File: src/rtl/dds_pkg.sv
// Shared widths and types for the DDS sine generator.
// Imported by the sine ROM and the top level.
package dds_pkg;

    localparam int PHASE_W   = 8;
    localparam int DATA_W    = 8;
    localparam int ROM_DEPTH = 256;

    typedef logic signed [DATA_W-1:0] sample_t;

    // Step used after reset, so the block free-runs with a 256-cycle period.
    localparam logic [PHASE_W-1:0] RESET_STEP = 8'd1;

endpackage

File: src/rtl/dds_sine_rom.sv
// Combinational full-period sine lookup: sample = round(127*sin(2*pi*phase/256)).
// The caller registers the output.
module dds_sine_rom
    import dds_pkg::*;
(
    input  logic [$clog2(ROM_DEPTH)-1:0] phase,
    output sample_t                      sample
);

    always_comb begin
        // NOTE: give every always_comb output a value before any branch so no path can infer a latch.
        sample = '0;
        case (phase)
            8'd0:   sample = 8'sd0;    8'd1:   sample = 8'sd3;    8'd2:   sample = 8'sd6;    8'd3:   sample = 8'sd9;
            8'd4:   sample = 8'sd12;   8'd5:   sample = 8'sd16;   8'd6:   sample = 8'sd19;   8'd7:   sample = 8'sd22;
            8'd8:   sample = 8'sd25;   8'd9:   sample = 8'sd28;   8'd10:  sample = 8'sd31;   8'd11:  sample = 8'sd34;
            8'd12:  sample = 8'sd37;   8'd13:  sample = 8'sd40;   8'd14:  sample = 8'sd43;   8'd15:  sample = 8'sd46;
            8'd16:  sample = 8'sd49;   8'd17:  sample = 8'sd51;   8'd18:  sample = 8'sd54;   8'd19:  sample = 8'sd57;
            8'd20:  sample = 8'sd60;   8'd21:  sample = 8'sd63;   8'd22:  sample = 8'sd65;   8'd23:  sample = 8'sd68;
            8'd24:  sample = 8'sd71;   8'd25:  sample = 8'sd73;   8'd26:  sample = 8'sd76;   8'd27:  sample = 8'sd78;
            8'd28:  sample = 8'sd81;   8'd29:  sample = 8'sd83;   8'd30:  sample = 8'sd85;   8'd31:  sample = 8'sd88;
            8'd32:  sample = 8'sd90;   8'd33:  sample = 8'sd92;   8'd34:  sample = 8'sd94;   8'd35:  sample = 8'sd96;
            8'd36:  sample = 8'sd98;   8'd37:  sample = 8'sd100;  8'd38:  sample = 8'sd102;  8'd39:  sample = 8'sd104;
            8'd40:  sample = 8'sd106;  8'd41:  sample = 8'sd107;  8'd42:  sample = 8'sd109;  8'd43:  sample = 8'sd111;
            8'd44:  sample = 8'sd112;  8'd45:  sample = 8'sd113;  8'd46:  sample = 8'sd115;  8'd47:  sample = 8'sd116;
            8'd48:  sample = 8'sd117;  8'd49:  sample = 8'sd118;  8'd50:  sample = 8'sd120;  8'd51:  sample = 8'sd121;
            8'd52:  sample = 8'sd122;  8'd53:  sample = 8'sd122;  8'd54:  sample = 8'sd123;  8'd55:  sample = 8'sd124;
            8'd56:  sample = 8'sd125;  8'd57:  sample = 8'sd125;  8'd58:  sample = 8'sd126;  8'd59:  sample = 8'sd126;
            8'd60:  sample = 8'sd126;  8'd61:  sample = 8'sd127;  8'd62:  sample = 8'sd127;  8'd63:  sample = 8'sd127;
            8'd64:  sample = 8'sd127;  8'd65:  sample = 8'sd127;  8'd66:  sample = 8'sd127;  8'd67:  sample = 8'sd127;
            8'd68:  sample = 8'sd126;  8'd69:  sample = 8'sd126;  8'd70:  sample = 8'sd126;  8'd71:  sample = 8'sd125;
            8'd72:  sample = 8'sd125;  8'd73:  sample = 8'sd124;  8'd74:  sample = 8'sd123;  8'd75:  sample = 8'sd122;
            8'd76:  sample = 8'sd122;  8'd77:  sample = 8'sd121;  8'd78:  sample = 8'sd120;  8'd79:  sample = 8'sd118;
            8'd80:  sample = 8'sd117;  8'd81:  sample = 8'sd116;  8'd82:  sample = 8'sd115;  8'd83:  sample = 8'sd113;
            8'd84:  sample = 8'sd112;  8'd85:  sample = 8'sd111;  8'd86:  sample = 8'sd109;  8'd87:  sample = 8'sd107;
            8'd88:  sample = 8'sd106;  8'd89:  sample = 8'sd104;  8'd90:  sample = 8'sd102;  8'd91:  sample = 8'sd100;
            8'd92:  sample = 8'sd98;   8'd93:  sample = 8'sd96;   8'd94:  sample = 8'sd94;   8'd95:  sample = 8'sd92;
            8'd96:  sample = 8'sd90;   8'd97:  sample = 8'sd88;   8'd98:  sample = 8'sd85;   8'd99:  sample = 8'sd83;
            8'd100: sample = 8'sd81;   8'd101: sample = 8'sd78;   8'd102: sample = 8'sd76;   8'd103: sample = 8'sd73;
            8'd104: sample = 8'sd71;   8'd105: sample = 8'sd68;   8'd106: sample = 8'sd65;   8'd107: sample = 8'sd63;
            8'd108: sample = 8'sd60;   8'd109: sample = 8'sd57;   8'd110: sample = 8'sd54;   8'd111: sample = 8'sd51;
            8'd112: sample = 8'sd49;   8'd113: sample = 8'sd46;   8'd114: sample = 8'sd43;   8'd115: sample = 8'sd40;
            8'd116: sample = 8'sd37;   8'd117: sample = 8'sd34;   8'd118: sample = 8'sd31;   8'd119: sample = 8'sd28;
            8'd120: sample = 8'sd25;   8'd121: sample = 8'sd22;   8'd122: sample = 8'sd19;   8'd123: sample = 8'sd16;
            8'd124: sample = 8'sd12;   8'd125: sample = 8'sd9;    8'd126: sample = 8'sd6;    8'd127: sample = 8'sd3;
            // Second half is the negated first half.
            8'd128: sample = 8'sd0;    8'd129: sample = -8'sd3;   8'd130: sample = -8'sd6;   8'd131: sample = -8'sd9;
            8'd132: sample = -8'sd12;  8'd133: sample = -8'sd16;  8'd134: sample = -8'sd19;  8'd135: sample = -8'sd22;
            8'd136: sample = -8'sd25;  8'd137: sample = -8'sd28;  8'd138: sample = -8'sd31;  8'd139: sample = -8'sd34;
            8'd140: sample = -8'sd37;  8'd141: sample = -8'sd40;  8'd142: sample = -8'sd43;  8'd143: sample = -8'sd46;
            8'd144: sample = -8'sd49;  8'd145: sample = -8'sd51;  8'd146: sample = -8'sd54;  8'd147: sample = -8'sd57;
            8'd148: sample = -8'sd60;  8'd149: sample = -8'sd63;  8'd150: sample = -8'sd65;  8'd151: sample = -8'sd68;
            8'd152: sample = -8'sd71;  8'd153: sample = -8'sd73;  8'd154: sample = -8'sd76;  8'd155: sample = -8'sd78;
            8'd156: sample = -8'sd81;  8'd157: sample = -8'sd83;  8'd158: sample = -8'sd85;  8'd159: sample = -8'sd88;
            8'd160: sample = -8'sd90;  8'd161: sample = -8'sd92;  8'd162: sample = -8'sd94;  8'd163: sample = -8'sd96;
            8'd164: sample = -8'sd98;  8'd165: sample = -8'sd100; 8'd166: sample = -8'sd102; 8'd167: sample = -8'sd104;
            8'd168: sample = -8'sd106; 8'd169: sample = -8'sd107; 8'd170: sample = -8'sd109; 8'd171: sample = -8'sd111;
            8'd172: sample = -8'sd112; 8'd173: sample = -8'sd113; 8'd174: sample = -8'sd115; 8'd175: sample = -8'sd116;
            8'd176: sample = -8'sd117; 8'd177: sample = -8'sd118; 8'd178: sample = -8'sd120; 8'd179: sample = -8'sd121;
            8'd180: sample = -8'sd122; 8'd181: sample = -8'sd122; 8'd182: sample = -8'sd123; 8'd183: sample = -8'sd124;
            8'd184: sample = -8'sd125; 8'd185: sample = -8'sd125; 8'd186: sample = -8'sd126; 8'd187: sample = -8'sd126;
            8'd188: sample = -8'sd126; 8'd189: sample = -8'sd127; 8'd190: sample = -8'sd127; 8'd191: sample = -8'sd127;
            8'd192: sample = -8'sd127; 8'd193: sample = -8'sd127; 8'd194: sample = -8'sd127; 8'd195: sample = -8'sd127;
            8'd196: sample = -8'sd126; 8'd197: sample = -8'sd126; 8'd198: sample = -8'sd126; 8'd199: sample = -8'sd125;
            8'd200: sample = -8'sd125; 8'd201: sample = -8'sd124; 8'd202: sample = -8'sd123; 8'd203: sample = -8'sd122;
            8'd204: sample = -8'sd122; 8'd205: sample = -8'sd121; 8'd206: sample = -8'sd120; 8'd207: sample = -8'sd118;
            8'd208: sample = -8'sd117; 8'd209: sample = -8'sd116; 8'd210: sample = -8'sd115; 8'd211: sample = -8'sd113;
            8'd212: sample = -8'sd112; 8'd213: sample = -8'sd111; 8'd214: sample = -8'sd109; 8'd215: sample = -8'sd107;
            8'd216: sample = -8'sd106; 8'd217: sample = -8'sd104; 8'd218: sample = -8'sd102; 8'd219: sample = -8'sd100;
            8'd220: sample = -8'sd98;  8'd221: sample = -8'sd96;  8'd222: sample = -8'sd94;  8'd223: sample = -8'sd92;
            8'd224: sample = -8'sd90;  8'd225: sample = -8'sd88;  8'd226: sample = -8'sd85;  8'd227: sample = -8'sd83;
            8'd228: sample = -8'sd81;  8'd229: sample = -8'sd78;  8'd230: sample = -8'sd76;  8'd231: sample = -8'sd73;
            8'd232: sample = -8'sd71;  8'd233: sample = -8'sd68;  8'd234: sample = -8'sd65;  8'd235: sample = -8'sd63;
            8'd236: sample = -8'sd60;  8'd237: sample = -8'sd57;  8'd238: sample = -8'sd54;  8'd239: sample = -8'sd51;
            8'd240: sample = -8'sd49;  8'd241: sample = -8'sd46;  8'd242: sample = -8'sd43;  8'd243: sample = -8'sd40;
            8'd244: sample = -8'sd37;  8'd245: sample = -8'sd34;  8'd246: sample = -8'sd31;  8'd247: sample = -8'sd28;
            8'd248: sample = -8'sd25;  8'd249: sample = -8'sd22;  8'd250: sample = -8'sd19;  8'd251: sample = -8'sd16;
            8'd252: sample = -8'sd12;  8'd253: sample = -8'sd9;   8'd254: sample = -8'sd6;   8'd255: sample = -8'sd3;
            default: sample = '0;
        endcase
    end

endmodule

File: src/rtl/dds_rom.sv
// Free-running DDS sine source: phase accumulator, sine lookup, registered sample
// output and a one-cycle marker on each accumulator carry (start of period).
module dds_rom
    import dds_pkg::*;
(
    input  logic                     CLK,
    input  logic                     RESET,
    input  logic                     SET,
    input  logic [PHASE_W-1:0]       step_in,
    output logic signed [DATA_W-1:0] value,
    output logic                     zero_address
);

    logic [PHASE_W-1:0] step_q;
    logic [PHASE_W-1:0] phase;
    logic               wrap_q;
    logic [PHASE_W:0]   sum;
    sample_t            rom_sample;

    // The carry out of this add marks a period boundary even when phase skips 0.
    assign sum = {1'b0, phase} + {1'b0, step_q};

    dds_sine_rom u_sine_rom (
        .phase  (phase),
        .sample (rom_sample)
    );

    always_ff @(posedge CLK or negedge RESET) begin
        if (!RESET) begin
            step_q <= RESET_STEP;
            phase  <= '0;
            wrap_q <= 1'b0;
        end else if (SET) begin
            // NOTE: non-blocking assignments make every register see pre-edge values, so ordering here is irrelevant.
            step_q <= step_in;
            phase  <= '0;
            wrap_q <= 1'b1;
        end else begin
            phase  <= sum[PHASE_W-1:0];
            wrap_q <= sum[PHASE_W];
        end
    end

    // Output stage: one cycle behind phase, keeping the marker aligned with its sample.
    always_ff @(posedge CLK or negedge RESET) begin
        if (!RESET) begin
            value        <= '0;
            zero_address <= 1'b0;
        end else begin
            value        <= rom_sample;
            zero_address <= wrap_q;
        end
    end

endmodule

File: config.mk
export PLATFORM = sky130hd
export DESIGN_NAME = dds_rom
export DESIGN_NICKNAME = d
export VERILOG_FILES = /design/src/rtl/dds_pkg.sv /design/src/rtl/dds_sine_rom.sv /design/src/rtl/dds_rom.sv
export SDC_FILE = /design/constraint.sdc
export NUM_CORES = 1
export LEC_CHECK = 0
export ABC_CLOCK_PERIOD_IN_PS = 3600
export CORE_UTILIZATION = 55
export DETAILED_ROUTE_END_ITERATION = 6
export GPL_TIMING_DRIVEN = 0
export PLACE_DENSITY_LB_ADDON = 0.08
export SYNTH_ARGS = -nofsm -noshare
export SYNTH_HDL_FRONTEND = slang
export SYNTH_SLANG_ARGS = --single-unit
File: constraint.sdc
create_clock -name CLK -period 3.6 [get_ports CLK]
set_clock_uncertainty 0.05 [all_clocks]
set_input_delay 0.54 -clock CLK [delete_from_list [all_inputs] [get_ports CLK]]
set_output_delay 0.54 -clock CLK [all_outputs]
set_load 0.02 [all_outputs]
* Yosys cells after proc, flatten, opt, wreduce, memory -nomap -nowiden
Memory sizes are Yosys's and may differ from the RTL's. A register that Yosys moved wholly into a read port is not among the register bits. Index checks and enable logic that the tools add are counted.
Cells by class: $add $sub $neg 1, multiplexer cells 2, reductions and logical operators 1
Operator list (number):
- adder 8 x 8 -> 9 bit | 1
- 2-to-1 mux 8 bit | 1
- zero test 1 bit | 1
- 2-to-1 mux 1 bit | 1
Storage, ports and cells: register bits 18, memory bits (read-only) 2048, input bits 11, output and inout port bits 9, logic and storage cells 9, memories kept 1
Memory list:
- (name not given) | words 256, bits a word 8, rd ports 1, clocked after Yosys merged registers in 1, wr ports 0, RTL line dds_sine_rom.sv:13 | case (phase)

* Logic depth before layout (Yosys ltp)
word-level depth 2, gate-level depth with buffers 10, gate-level depth less buffers 8

* By module
From an unflattened synthesis, not the netlist that was laid out.
Second synthesis, totals: cells, all modules 387, area, all modules 3188.1 sq um
By module, submodules not included:
- dds_sine_rom | instances 1, cells an instance 306, area each 2075.7 sq um, seq. area each 0.0 sq um
- dds_rom | instances 1, cells an instance 81, area each 1112.3 sq um, seq. area each 651.9 sq um

* Worst setup path before layout
Ideal clock, no wire load.
path type register -> register, start point register phase[0], end point register value[3], library setup time 126 ps, arrival time 2448 ps, data required time 3424 ps, slack 976 ps, cell stages (with the launch flop) 11, path buffers 2, period minus slack after synthesis 2624 ps, cell sequence dfrtp_1 clkbuf_1 inv_1 ha_1 clkbuf_1 and2b_1 nor2_1 mux4_2 mux4_2 nor2_1 nor2_1
RTL lines:
- start: declaration | RTL line dds_rom.sv:15 | logic [PHASE_W-1:0] phase;
- start signal: assignment | RTL line dds_rom.sv:39 | phase <= sum[PHASE_W-1:0];
- end: declaration | RTL line dds_rom.sv:10 | output logic signed [DATA_W-1:0] value,

==> flow_summary_export.csv <==
group,metric,value,unit
final_layout,diodes,0,
global_route,overflow,0,
cts,htreeDepth,1,
placed_design,gp_congestion,1.14,
detailed_routing,firstDrtPassIters,7,
job,maxCapViolations,0,
detailed_routing,post-route-drc-count,9,
placed_design,portBuffers,18,
synthesis,synth-simple-area-share,22.0,%
cts,cts_buffers,3,
synthesis,synth_top_area_share,20.8,%
synthesis,synthTopCellsByArea,"dfrtp_1 (21%), ha_1 (8.3%), o21ai_0 (5.3%), nor2_1 (4.5%), nand2_1 (4.4%)",
cts,cts_tree,"done",
synthesis,synth_fa_ha_area_share,9.00,%
final_layout,area_delta_synth_final,10.4,%
pwr,vdd_drop_max,0.000412,V
timing,worst_pin_slew,1230,ps
detailed_routing,via_count,3628,
die,die-area,5760,um2
critical_path,path_max_fanout,9,
synthesis,muxShareOfSynthArea,8.30,%
status,status,"complete, but fails checks",
hold_path,hold_class,"flop to flop",
critical_path,critPathRequiredTime,3720,ps
synthesis,synth_flop_cell,"dfrtp_1",
status,violations,"DRC",
synthesis,synth.distinct_cells,65,
die,rows,26,
synthesis,ys_ff_latch,26,
die,io_pins,20,
synthesis,synth_compound_area_share,29.9,%
timing,fmax,297,MHz
timing,grt_setup_unrepaired,"false",
synthesis,yosys_warnings,0,
synthesis,synth_top_family_by_area,"compound AO/OA/AOI/OAI gates",
hold_path,holdPathStages,0,
critical_path,worstPathArrival,3490,ps
hold_path,hold_start,"wrap_q",
placed_design,dp_hpwl,8210,um
cts,cts.clk_slew.worst_paths,110,ps
global_route,grt_start_max_net_pins,27,
critical_path,worstSetupPathType,"flop to flop",
timing,maxSlewViolCount,0,
timing,fin_crit,3370,ps
hold_path,whs_endpoint,"zero_address",
timing,setup_tns,0,ps
synthesis,syn_nets,425,
detailed_routing,drt-vias-per-instance,7.48,
final_layout,nNetsFinal,448,
critical_path,reg2reg_depth,10,
timing,final-hold-violation-count,0,
synthesis,synth_edf_count,0,
critical_path,worst_setup_path_end_kind,"flop",
cts,root_buffer,"clkbuf_8",
synthesis,synth-xor-area-share,1.75,%
critical_path,cp-start-kind,"flop",
global_route,track_usage,43.3,%
die,die_h,75.9,um
synthesis,yosysTopAreaCell,"dfrtp_1",
cts,ctsResizeCount,0,
detailed_routing,drtAntennaViolNets,0,
synthesis,synthCells,393,
synthesis,syn_area,3000,um2
synthesis,seq_area_frac_synth,21.7,%
detailed_routing,post_drt_wl_per_cell,24.0,um
critical_path,reg2reg_from,"phase[0]",
synthesis,async_flop_share,100,%
global_route,antenna_found_initial,0,
synthesis,syn-mean-instance-area,7.64,um2
cts,post_cts.repair.setup_buffers,0,
pwr,power_density,975,nW/um2
detailed_routing,first_iter_violations,957,
pwr,leakagePower,1.34,nW
critical_path,reg2reg_slack,230,ps
global_route,grt_pass1_vias,3398,
die,fp.coreArea,5170,um2
cts,cts.sinks,26,
cts,cts_hold_buf,0,
cts,clockBufferDepth,2,
critical_path,r2r_end,"value[1]",
timing,relSlewSlack,17.8,%
global_route,grt_pass1_wl,17900,um
detailed_routing,drt_wl_total,11700,um
final_layout,drive_above_1_share,9.88,%
die,die_w,75.9,um
timing,period_share,93.6,%
pwr,total_power,3.23,mW
die,start_util,58.0,%
timing,setup_viol_count_final,0,
cts,clk-insertion-delay-late,290,ps
==> stage by stage <==
step	setup slack (ps)	hold slack, ps	std cells	util [%]	cell area, um2
after floorplan	976	194	393	-	3000
after global placement	348	282	481	63.2	3270
after detailed placement	409	320	481	63.2	3270
after CTS	384	343	485	64.1	3310
after global routing	229	348	485	64.1	3310
final	231	348	485	64.1	3310
==> placed cells by master, fill, tap and decap left out, drive strengths merged, types with 5 or more instances in the layout <==
cell            n
nand2b         14
buf            24
o21ai          32
a21oi          26
mux2i           8
nand2          35
o31ai           5
a31oi          11
nand3           9
clkbuf         17
a211oi          6
mux2            9
inv            12
ha             20
nor2b          10
clkdlybuf4s50  18
nor3           13
nor2           36
o211ai          5
dfrtp          25
a311oi          5
==> flip-flops by register name (all words and copies together), names as in the netlist <==
| name | cells |
|---|---|
| phase | 8 |
| step_q | 8 |
| wrap_q | 1 |
| zero_address | 1 |
| value | 8 |
==> cell type report <==
| class | count | area (um2) |
|---|---|---|
| Clock buffer | 4 | 45.0 |
| Buffer | 37 | 170 |
| Fill cell | 445 | 1860 |
| Multi-Input combinational cell | 317 | 2130 |
| Timing Repair Buffer | 18 | 180 |
| Sequential cell | 26 | 652 |
| Inverter | 13 | 48.8 |
| Tap cell | 70 | 87.6 |
==> worst max path at each step <==
stage | slack [ps] | endpoint | start | cells past startpoint
finish | 230 | value[1] | phase[0] | 10
global route | 230 | value[1] | phase[0] | 10
CTS | 380 | value[1] | phase[0] | 10
detailed placement | 410 | value[1] | phase[0] | 10
global placement | 350 | value[1] | phase[0] | 10
floorplan | 980 | value[3] | phase[0] | 10
==> worst max-delay path, cell delays in order (launching register included) <==
cell,delay (ps)
dfrtp_1,490
clkbuf_1,360
inv_1,240
ha_1,250
clkbuf_1,250
or3_1,410
a311o_1,310
a31oi_1,260
a41oi_1,130
a221oi_1,430
a21oi_1,70
==> power by group <==
| part | internal [mW] | switching [mW] | leakage [nW] |
|---|---|---|---|
| Sequential | 0.394 | 0.0890 | 0.312 |
| Clock | 0.0796 | 0.103 | 0.0228 |
| Combinational | 0.926 | 1.64 | 1.00 |
==> synth_stat cells, drive strengths merged, types with 5 or more instances <==
master / number
clkbuf: 13
nand3: 9
mux2: 9
inv: 12
nor2b: 10
dfrtp: 25
nand2: 35
o31ai: 5
a21oi: 26
o21ai: 32
nor3: 13
mux2i: 8
nor2: 36
buf: 24
a31oi: 11
ha: 20
a311oi: 5
o211ai: 5
a211oi: 6
nand2b: 14
==> routing by layer <==
metal | up-vias | wire length [um] | global-route usage, %
li1 | 1501 | - | -
met1 | 1632 | 4290 | 56.7
met2 | 379 | 4700 | 63.2
met3 | 116 | 1950 | 16.1
met4 | 0 | 716 | 18.9
met5 | - | 0 | 4.63
==> cells by family (layout without fill, tap and decap cells) <==
| kind of cell | count (synthesis) | count (layout) |
|---|---|---|
| adders and majority gates | 21 | 21 |
| buffers and inverters | 50 | 72 |
| and+or+nand+nor | 136 | 136 |
| muxes | 20 | 20 |
| AOI/OAI and AO/OA | 134 | 134 |
| xor gates and xnor gates | 6 | 6 |
| DFF | 26 | 26 |
Power figures use the tool's default switching activity.
